**config.mk**
```make
export PLATFORM = sky130hd
export DESIGN_NAME = conv_engine_param
export DESIGN_NICKNAME = d
export VERILOG_FILES = /design/src/rtl/conv_engine_param_pkg.sv /design/src/rtl/conv_engine_param_mac.sv /design/src/rtl/conv_engine_param.sv
export SDC_FILE = /design/constraint.sdc
export NUM_CORES = 1
export LEC_CHECK = 0
export CAP_MARGIN = 25
export CORE_ASPECT_RATIO = 0.8
export CORE_MARGIN = 2
export CORE_UTILIZATION = 45
export DETAILED_ROUTE_END_ITERATION = 6
export GPL_TIMING_DRIVEN = 0
export HOLD_SLACK_MARGIN = 0.03
export PLACE_DENSITY = 0.71
export SLEW_MARGIN = 10
export SYNTH_ARGS = -nofsm -noshare
export SYNTH_HDL_FRONTEND = slang
export SYNTH_SLANG_ARGS = --single-unit
export TNS_END_PERCENT = 10
```
**constraint.sdc**
```tcl
create_clock -name clk -period 20.9 [get_ports clk]
set_clock_uncertainty 0.05 [all_clocks]
set_input_delay 3.135 -clock clk [delete_from_list [all_inputs] [get_ports clk]]
set_output_delay 3.135 -clock clk [all_outputs]
set_load 0.05 [all_outputs]
```
**src/rtl/conv_engine_param_pkg.sv**
```systemverilog
// Shared types and default widths for the parametrised 1-D convolution engine.
package conv_engine_param_pkg;

  typedef enum logic [2:0] {
    IDLE,
    SETUP,
    ISSUE,
    ACC_LAST,
    WRITE,
    DONE
  } state_t;

  localparam logic MODE_FULL  = 1'b0;
  localparam logic MODE_VALID = 1'b1;

  localparam int DEF_DATA_WIDTH = 8;
  localparam int DEF_ADDR_WIDTH = 5;
  localparam int DEF_ACC_WIDTH  = 2 * DEF_DATA_WIDTH + DEF_ADDR_WIDTH;

endpackage

```
**src/rtl/conv_engine_param_mac.sv**
```systemverilog
// Registered multiply-accumulate; operands sign- or zero-extended by sgn, sum wraps modulo 2^ACC_WIDTH.
module conv_mac #(
  parameter int DATA_WIDTH = 8,
  parameter int ACC_WIDTH  = 21
) (
  input  logic                  clk,
  input  logic                  rstn,
  input  logic                  clear,
  input  logic                  enable,
  input  logic                  sgn,
  input  logic [DATA_WIDTH-1:0] a,
  input  logic [DATA_WIDTH-1:0] b,
  output logic [ACC_WIDTH-1:0]  acc
);

  localparam int PW = 2 * DATA_WIDTH;

  logic [PW-1:0]        a_ext;
  logic [PW-1:0]        b_ext;
  logic [PW-1:0]        prod;
  logic [ACC_WIDTH-1:0] prod_ext;

  // Extending both operands to PW first makes one unsigned multiply correct for both signednesses.
  always_comb begin
    a_ext    = {{DATA_WIDTH{sgn & a[DATA_WIDTH-1]}}, a};
    b_ext    = {{DATA_WIDTH{sgn & b[DATA_WIDTH-1]}}, b};
    prod     = a_ext * b_ext;
    prod_ext = {{(ACC_WIDTH-PW){sgn & prod[PW-1]}}, prod};
  end

  always_ff @(posedge clk or negedge rstn) begin
    if (!rstn) begin
      acc <= '0;
    end else if (clear) begin
      acc <= '0;
    end else if (enable) begin
      acc <= acc + prod_ext;
    end
  end

endmodule

```
**src/rtl/conv_engine_param.sv**
```systemverilog
// 1-D convolution z = x * y over synchronous-read X/Y memories, full or valid output, writing Z.
// Each output takes T+2 cycles: T address issues, one drain cycle for the last product, one write.
module conv_engine_param
  import conv_engine_param_pkg::*;
#(
  parameter int DATA_WIDTH = DEF_DATA_WIDTH,
  parameter int ADDR_WIDTH = DEF_ADDR_WIDTH,
  parameter int ACC_WIDTH  = 2 * DATA_WIDTH + ADDR_WIDTH
) (
  input  logic                  clk,
  input  logic                  rstn,
  input  logic                  start_i,
  input  logic                  signed_i,
  input  logic                  mode_i,
  input  logic [ADDR_WIDTH:0]   sizeX_i,
  input  logic [ADDR_WIDTH:0]   sizeY_i,
  input  logic [DATA_WIDTH-1:0] dataX_i,
  input  logic [DATA_WIDTH-1:0] dataY_i,
  output logic [ADDR_WIDTH-1:0] memXaddr_o,
  output logic [ADDR_WIDTH-1:0] memYaddr_o,
  output logic                  readXY_o,
  output logic [ADDR_WIDTH:0]   memZaddr_o,
  output logic [ACC_WIDTH-1:0]  dataZ_o,
  output logic                  writeZ_o,
  output logic                  busy_o,
  output logic                  done_o
);

  // One extra bit over the size width so Nx+Ny-1 and m+1 never wrap.
  localparam int IW = ADDR_WIDTH + 2;
  localparam logic [IW-1:0] ONE = IW'(1);

  state_t              st;
  logic [ADDR_WIDTH:0] nx, ny, n, n_next;
  logic                mode, sgn, rd_dly;
  logic [IW-1:0]       m, k, kmax;
  logic [IW-1:0]       lz_c, m_c, kmin_c, kmax_c;
  logic [ACC_WIDTH-1:0] acc, z_hold;

  always_comb begin
    lz_c = '0;
    if (nx != '0 && ny != '0) begin
      if (mode == MODE_FULL) begin
        lz_c = IW'(nx) + IW'(ny) - ONE;
      end else if (IW'(nx) >= IW'(ny)) begin
        lz_c = IW'(nx) - IW'(ny) + ONE;
      end
    end
    n_next = (st == WRITE) ? n + 1'b1 : '0;
    m_c    = IW'(n_next) + ((mode == MODE_VALID) ? IW'(ny) - ONE : '0);
    kmin_c = (m_c + ONE > IW'(ny)) ? m_c + ONE - IW'(ny) : '0;
    kmax_c = (m_c < IW'(nx) - ONE) ? m_c : IW'(nx) - ONE;
  end

  always_ff @(posedge clk or negedge rstn) begin
    if (!rstn) begin
      st         <= IDLE;
      nx         <= '0;
      ny         <= '0;
      mode       <= MODE_FULL;
      sgn        <= 1'b0;
      n          <= '0;
      m          <= '0;
      k          <= '0;
      kmax       <= '0;
      rd_dly     <= 1'b0;
      z_hold     <= '0;
      memXaddr_o <= '0;
      memYaddr_o <= '0;
      readXY_o   <= 1'b0;
      memZaddr_o <= '0;
      writeZ_o   <= 1'b0;
      busy_o     <= 1'b0;
      done_o     <= 1'b0;
    end else begin
      done_o   <= 1'b0;
      writeZ_o <= 1'b0;
      rd_dly   <= readXY_o;
      case (st)
        IDLE: begin
          if (start_i) begin
            nx     <= sizeX_i;
            ny     <= sizeY_i;
            mode   <= mode_i;
            sgn    <= signed_i;
            busy_o <= 1'b1;
            st     <= SETUP;
          end
        end
        SETUP, WRITE: begin
          // SETUP starts output 0; WRITE finishes output n and starts n+1.
          if (st == WRITE) begin
            z_hold <= acc;
          end
          if ((st == SETUP && lz_c == '0) || (st == WRITE && IW'(n) + ONE == lz_c)) begin
            done_o <= 1'b1;
            st     <= DONE;
          end else begin
            n          <= n_next;
            m          <= m_c;
            k          <= kmin_c;
            kmax       <= kmax_c;
            memXaddr_o <= ADDR_WIDTH'(kmin_c);
            memYaddr_o <= ADDR_WIDTH'(m_c - kmin_c);
            readXY_o   <= 1'b1;
            st         <= ISSUE;
          end
        end
        ISSUE: begin
          if (k == kmax) begin
            readXY_o <= 1'b0;
            st       <= ACC_LAST;
          end else begin
            k          <= k + ONE;
            memXaddr_o <= ADDR_WIDTH'(k + ONE);
            memYaddr_o <= ADDR_WIDTH'(m - k - ONE);
          end
        end
        ACC_LAST: begin
          writeZ_o   <= 1'b1;
          memZaddr_o <= n;
          st         <= WRITE;
        end
        DONE: begin
          busy_o <= 1'b0;
          st     <= IDLE;
        end
        default: st <= IDLE;
      endcase
    end
  end

  // Accumulator is final during WRITE; z_hold keeps the value visible afterwards.
  assign dataZ_o = writeZ_o ? acc : z_hold;

  conv_mac #(
    .DATA_WIDTH(DATA_WIDTH),
    .ACC_WIDTH (ACC_WIDTH)
  ) u_mac (
    .clk   (clk),
    .rstn  (rstn),
    .clear (st == SETUP || st == WRITE),
    .enable(rd_dly),
    .sgn   (sgn),
    .a     (dataX_i),
    .b     (dataY_i),
    .acc   (acc)
  );

endmodule

```
==> results.md <==
Cells and area:
- The sequential standard cell area is 0.00250 mm².
- The layout overhead on the synthesized area is 12.8%.
- The share of layout cells above drive strength 1 is 6.90%.
- After the flow finishes, the layout carries non-filler instances totaling 1,602.
- The final net count is 1,499.
- The number of antenna diodes in the final layout is 0.
- The number of filler instances in the final layout is 2,152.
- The area occupied by multi-input gates is 0.00744 mm².

STA:
- For the finished layout, the period the worst path requires is 10.05 ns.
- The number of pins exceeding their max-slew limit in the final report is 0.
- The number of hold-slack violations in the final timing report is 0.
- The worst-margin pin slew is 0.867 ns.
- Headroom to the max-slew limit came out at 41.5%.
- Based on the critical path, the design can be clocked at up to 0.0995 GHz.
- Setup repair after global routing left no endpoint under its margin.
- Setup violations remaining at the end of the flow were counted as 0.
- In the finished design, the share of the clock period the worst path needs comes to 48.1%.
- The accumulated negative setup slack is 0 ns.

Worst setup path:
- The reg-to-reg critical path endpoint is u_mac.acc[20]$_DFFE_PN0P_.
- The critical path is of the in2reg type.
- Data arrives at the worst endpoint at 10.25 ns.
- The worst setup path is launched from a primary input.
- The peak fanout along the critical path is 10.
- The data required time of the worst path is 21.10 ns.
- In this run the critical register-to-register path is launched from sgn$_DFFE_PN0P_.
- The worst register-to-register path has a setup slack of 13.28 ns.
- The cell count of the worst reg-to-reg path is 25.
- The critical path capture point type is a flop.

Floorplanning:
- The area inside the core boundary is 0.0233 mm².
- Measured along the y axis, the die boundary spans 142 µm.
- The total die area is 0.0250 mm².
- Once the floorplan was initialized, standard cells occupied 45.7% of the core.
- The width of the chip is 176 µm.
- 74 I/O pins were placed.
- The initialized floorplan defines 50 standard-cell rows.

Hold path:
- The hold-critical path endpoint is rd_dly$_DFF_PN0_.
- The tightest min-delay check is of the reg2reg type.
- The start point of the worst min-delay path is readXY_o$_DFFE_PN0P_.
- Along the worst hold path, the cell count comes to 0.

Status:
- The run finished with clean final reports.

Yosys:
- The total number of yosys warnings is 0.
- In this run, distinct cell masters in the synthesized netlist total 73.
- The number of cells produced by synthesis is 1,207.
- The biggest area contributor in the post-synthesis netlist is sky130_fd_sc_hd__dfrtp_1.
- The post-synthesis instance area is 0.0107 mm².
- After synthesis, the cell types taking the most area are sky130_fd_sc_hd__dfrtp_1, sky130_fd_sc_hd__fa_1, sky130_fd_sc_hd__ha_1, sky130_fd_sc_hd__nand2_1, sky130_fd_sc_hd__inv_1.
- After synthesis, the share of flip-flops with an asynchronous set or reset is 100%.
- The fraction of synthesized cell area taken by the top area cell type is 23.4%.
- For this run, the register share of the synthesized area comes to 23.4%.
- In the post-synthesis netlist, the cell with the most instances is sky130_fd_sc_hd__nand2_1.
- The synthesized flop and latch total is 100.
- Synthesis produced a netlist with a net count of 1,421.
- Ranked by instance count, the synthesized netlist is headed by sky130_fd_sc_hd__nand2_1, sky130_fd_sc_hd__inv_1, sky130_fd_sc_hd__ha_1, sky130_fd_sc_hd__dfrtp_1.
- The number of enable-type register cells in the synthesized netlist is 0.
- The mean instance size in the synthesized netlist is 8.84 µm².
- For this run, the leading register cell type out of synthesis is sky130_fd_sc_hd__dfrtp_1.

Place:
- The number of input and output port buffers inserted is 66.
- The half-perimeter wire length after placement is 20.6 mm.
- The congestion estimate from routability-driven global placement came to 0.889.
- Once placement completed, the tool counted placed cells totaling 1,586.

Clocking:
- The clock sink total is 100.
- Counting the buffers created by CTS gives 9.
- The H-tree was split into 3 levels.
- The buffer type at the clock tree root is sky130_fd_sc_hd__clkbuf_16.
- For the worst-skew pair, the clock arrives at the later sink with an insertion delay of 0.36 ns.
- TritonCTS built the clock tree.
- The total of cells resized after clock tree synthesis is 0.
- The clock transition at the register clock pins on the worst setup and hold paths after CTS is 0.08 ns.
- Buffers added to address setup during post-CTS repair amount to 0.
- The hold-fix buffer count after cts is 0.
- The longest clock path from root to sink contains 2 buffers.

Power and ir drop:
- The worst-case IR drop observed on VDD is 0.0000940 V.
- The total power is 1.03 mW.
- The power per cell area is 85.4 mW/mm².
- The analysis attributes to cell leakage a power of 5.62 nW.

Global route:
- The maximum number of pins on one net before global-route repair is 63.
- The number of antenna violations at the first check in global routing is 0.
- Global routing used 21.4% of the available tracks.
- Global routing finished with a remaining overflow of 0.
- The global-route wire length before repair is 43.3 mm.
- The number of global-route vias before repair is 8,511.

Route:
- The count of vias placed by the detailed router is 8,797.
- For this run, design rule violations remaining after detail routing come to 0.
- Dividing the detail-routed wire length by the instance count gives 16.1 µm.
- The via density per instance is 5.49.
- The total wire length after detailed routing is 25.8 mm.
- The number of routed nets with antenna violations is 0.
- The number of iterations in the first detailed-routing pass is 5.
- The starting DRC count in detailed routing is 698.

Job:
- The tool flagged a number of max-cap violations equal to 0.
## power by group
group / total [mW] / internal (mW) / switching, mW
sequential: 0.248 / 0.222 / 0.0261
combinational: 0.613 / 0.277 / 0.336
clock: 0.166 / 0.0829 / 0.0836
total: 1.03 / 0.582 / 0.446
## cells in the final DEF, fill, tap and decap left out, types with 7 or more instances in the layout
| cell | count |
|---|---|
| sky130_fd_sc_hd__nand2_1 | 145 |
| sky130_fd_sc_hd__inv_1 | 133 |
| sky130_fd_sc_hd__ha_1 | 109 |
| sky130_fd_sc_hd__dfrtp_1 | 100 |
| sky130_fd_sc_hd__nor2_1 | 72 |
| sky130_fd_sc_hd__fa_1 | 72 |
| sky130_fd_sc_hd__clkdlybuf4s50_1 | 65 |
| sky130_fd_sc_hd__o21ai_0 | 58 |
| sky130_fd_sc_hd__a21oi_1 | 52 |
| sky130_fd_sc_hd__xnor2_1 | 49 |
| sky130_fd_sc_hd__and2_1 | 45 |
| sky130_fd_sc_hd__mux2_2 | 37 |
| sky130_fd_sc_hd__nand3_1 | 31 |
| sky130_fd_sc_hd__clkbuf_1 | 29 |
| sky130_fd_sc_hd__nor3_1 | 26 |
| sky130_fd_sc_hd__mux2i_1 | 18 |
| sky130_fd_sc_hd__a21o_1 | 18 |
| sky130_fd_sc_hd__nor2b_1 | 16 |
| sky130_fd_sc_hd__xor2_1 | 16 |
| sky130_fd_sc_hd__o21a_1 | 15 |
| sky130_fd_sc_hd__a31oi_1 | 12 |
| sky130_fd_sc_hd__nand2b_1 | 11 |
| sky130_fd_sc_hd__a211oi_1 | 11 |
| sky130_fd_sc_hd__o211ai_1 | 9 |
| sky130_fd_sc_hd__and3_1 | 9 |
| sky130_fd_sc_hd__clkbuf_16 | 9 |
| sky130_fd_sc_hd__nand4_1 | 8 |
| sky130_fd_sc_hd__or2_2 | 7 |
## how the worst max path moves through the flow
stage                     cells after the start  startpoint                   endpoint
after global placement                       25  dataY_i[7]  u_mac.acc[20]$_DFFE_PN0P_
after CTS                                    25  dataX_i[7]  u_mac.acc[20]$_DFFE_PN0P_
final                                        25  dataX_i[7]  u_mac.acc[20]$_DFFE_PN0P_
after detailed placement                     25  dataX_i[7]  u_mac.acc[20]$_DFFE_PN0P_
after floorplan                              26  dataY_i[7]  u_mac.acc[20]$_DFFE_PN0P_
after global routing                         25  dataX_i[7]  u_mac.acc[20]$_DFFE_PN0P_
## metrics by stage
stage,worst slack (ns),area (µm²),utilization (%),hold WS (ns)
finish,10.85,12000,51.6,0.398
global route,10.44,12000,51.6,0.409
CTS,10.94,12000,51.6,0.393
detailed placement,10.61,11800,50.4,0.367
global placement,10.70,11700,50.3,0.394
floorplan,11.43,10700,-,0.392
## layout make-up
cell class              count  share of cell area (%)
plain buffers              45                    1.81
flip-flops and latches    100                    20.8
multi-input cells         927                    61.8
inverters                 135                    4.25
clock buffers               9                    1.87
clock inverters             7                   0.488
well taps                 312                    3.24
repair buffers             67                    5.73
## flip-flops by register name (all words and copies together), names as in the netlist
| name | cells |
|---|---|
| busy_o | 1 |
| done_o | 1 |
| k | 3 |
| kmax | 7 |
| m | 5 |
| memXaddr_o | 4 |
| memYaddr_o | 5 |
| memZaddr_o | 6 |
| mode | 1 |
| n | 6 |
| nx | 6 |
| ny | 6 |
| rd_dly | 1 |
| readXY_o | 1 |
| sgn | 1 |
| st | 3 |
| u_mac.acc | 21 |
| writeZ_o | 1 |
| z_hold | 21 |
## metal layers
layer,up-vias,part of all wire [%],global-route usage (%),wire length [µm]
li1,4253,-,-,-
met1,4282,51,33.7,13200
met2,245,42,31.2,10800
met3,17,6.0,3.03,1560
met4,0,0.79,3.48,204
met5,-,0,0,0
## worst max-delay path, stage by stage
cell and delay, ns:
sky130_fd_sc_hd__clkdlybuf4s50_1 0.57, sky130_fd_sc_hd__clkbuf_1 0.38, sky130_fd_sc_hd__nand3_1 0.21, sky130_fd_sc_hd__fa_1 0.57, sky130_fd_sc_hd__inv_1 0.05, sky130_fd_sc_hd__fa_1 0.52, sky130_fd_sc_hd__fa_1 0.44, sky130_fd_sc_hd__fa_1 0.54
sky130_fd_sc_hd__inv_1 0.05, sky130_fd_sc_hd__fa_1 0.50, sky130_fd_sc_hd__inv_1 0.04, sky130_fd_sc_hd__ha_1 0.31, sky130_fd_sc_hd__o21ai_0 0.14, sky130_fd_sc_hd__a21oi_1 0.33, sky130_fd_sc_hd__o2111ai_1 0.22, sky130_fd_sc_hd__a21oi_1 0.20
sky130_fd_sc_hd__and3b_1 0.20, sky130_fd_sc_hd__clkbuf_1 0.22, sky130_fd_sc_hd__ha_1 0.41, sky130_fd_sc_hd__a21o_1 0.20, sky130_fd_sc_hd__a21oi_1 0.14, sky130_fd_sc_hd__o21ai_0 0.13, sky130_fd_sc_hd__o211ai_1 0.32, sky130_fd_sc_hd__a211oi_1 0.13
sky130_fd_sc_hd__nor4b_1 0.31
## cells by family after synthesis
kind of cell | share of synthesized area [%]
AND/OR/NAND/NOR | 18.2
AO/OA/AOI/OAI | 13.7
adder cells (fa/ha/maj) | 26.3
buffers and inverters | 6.83
flip-flops | 23.4
XOR/XNOR | 5.33
multiplexers | 6.15
(Power assumes the default switching activity.)
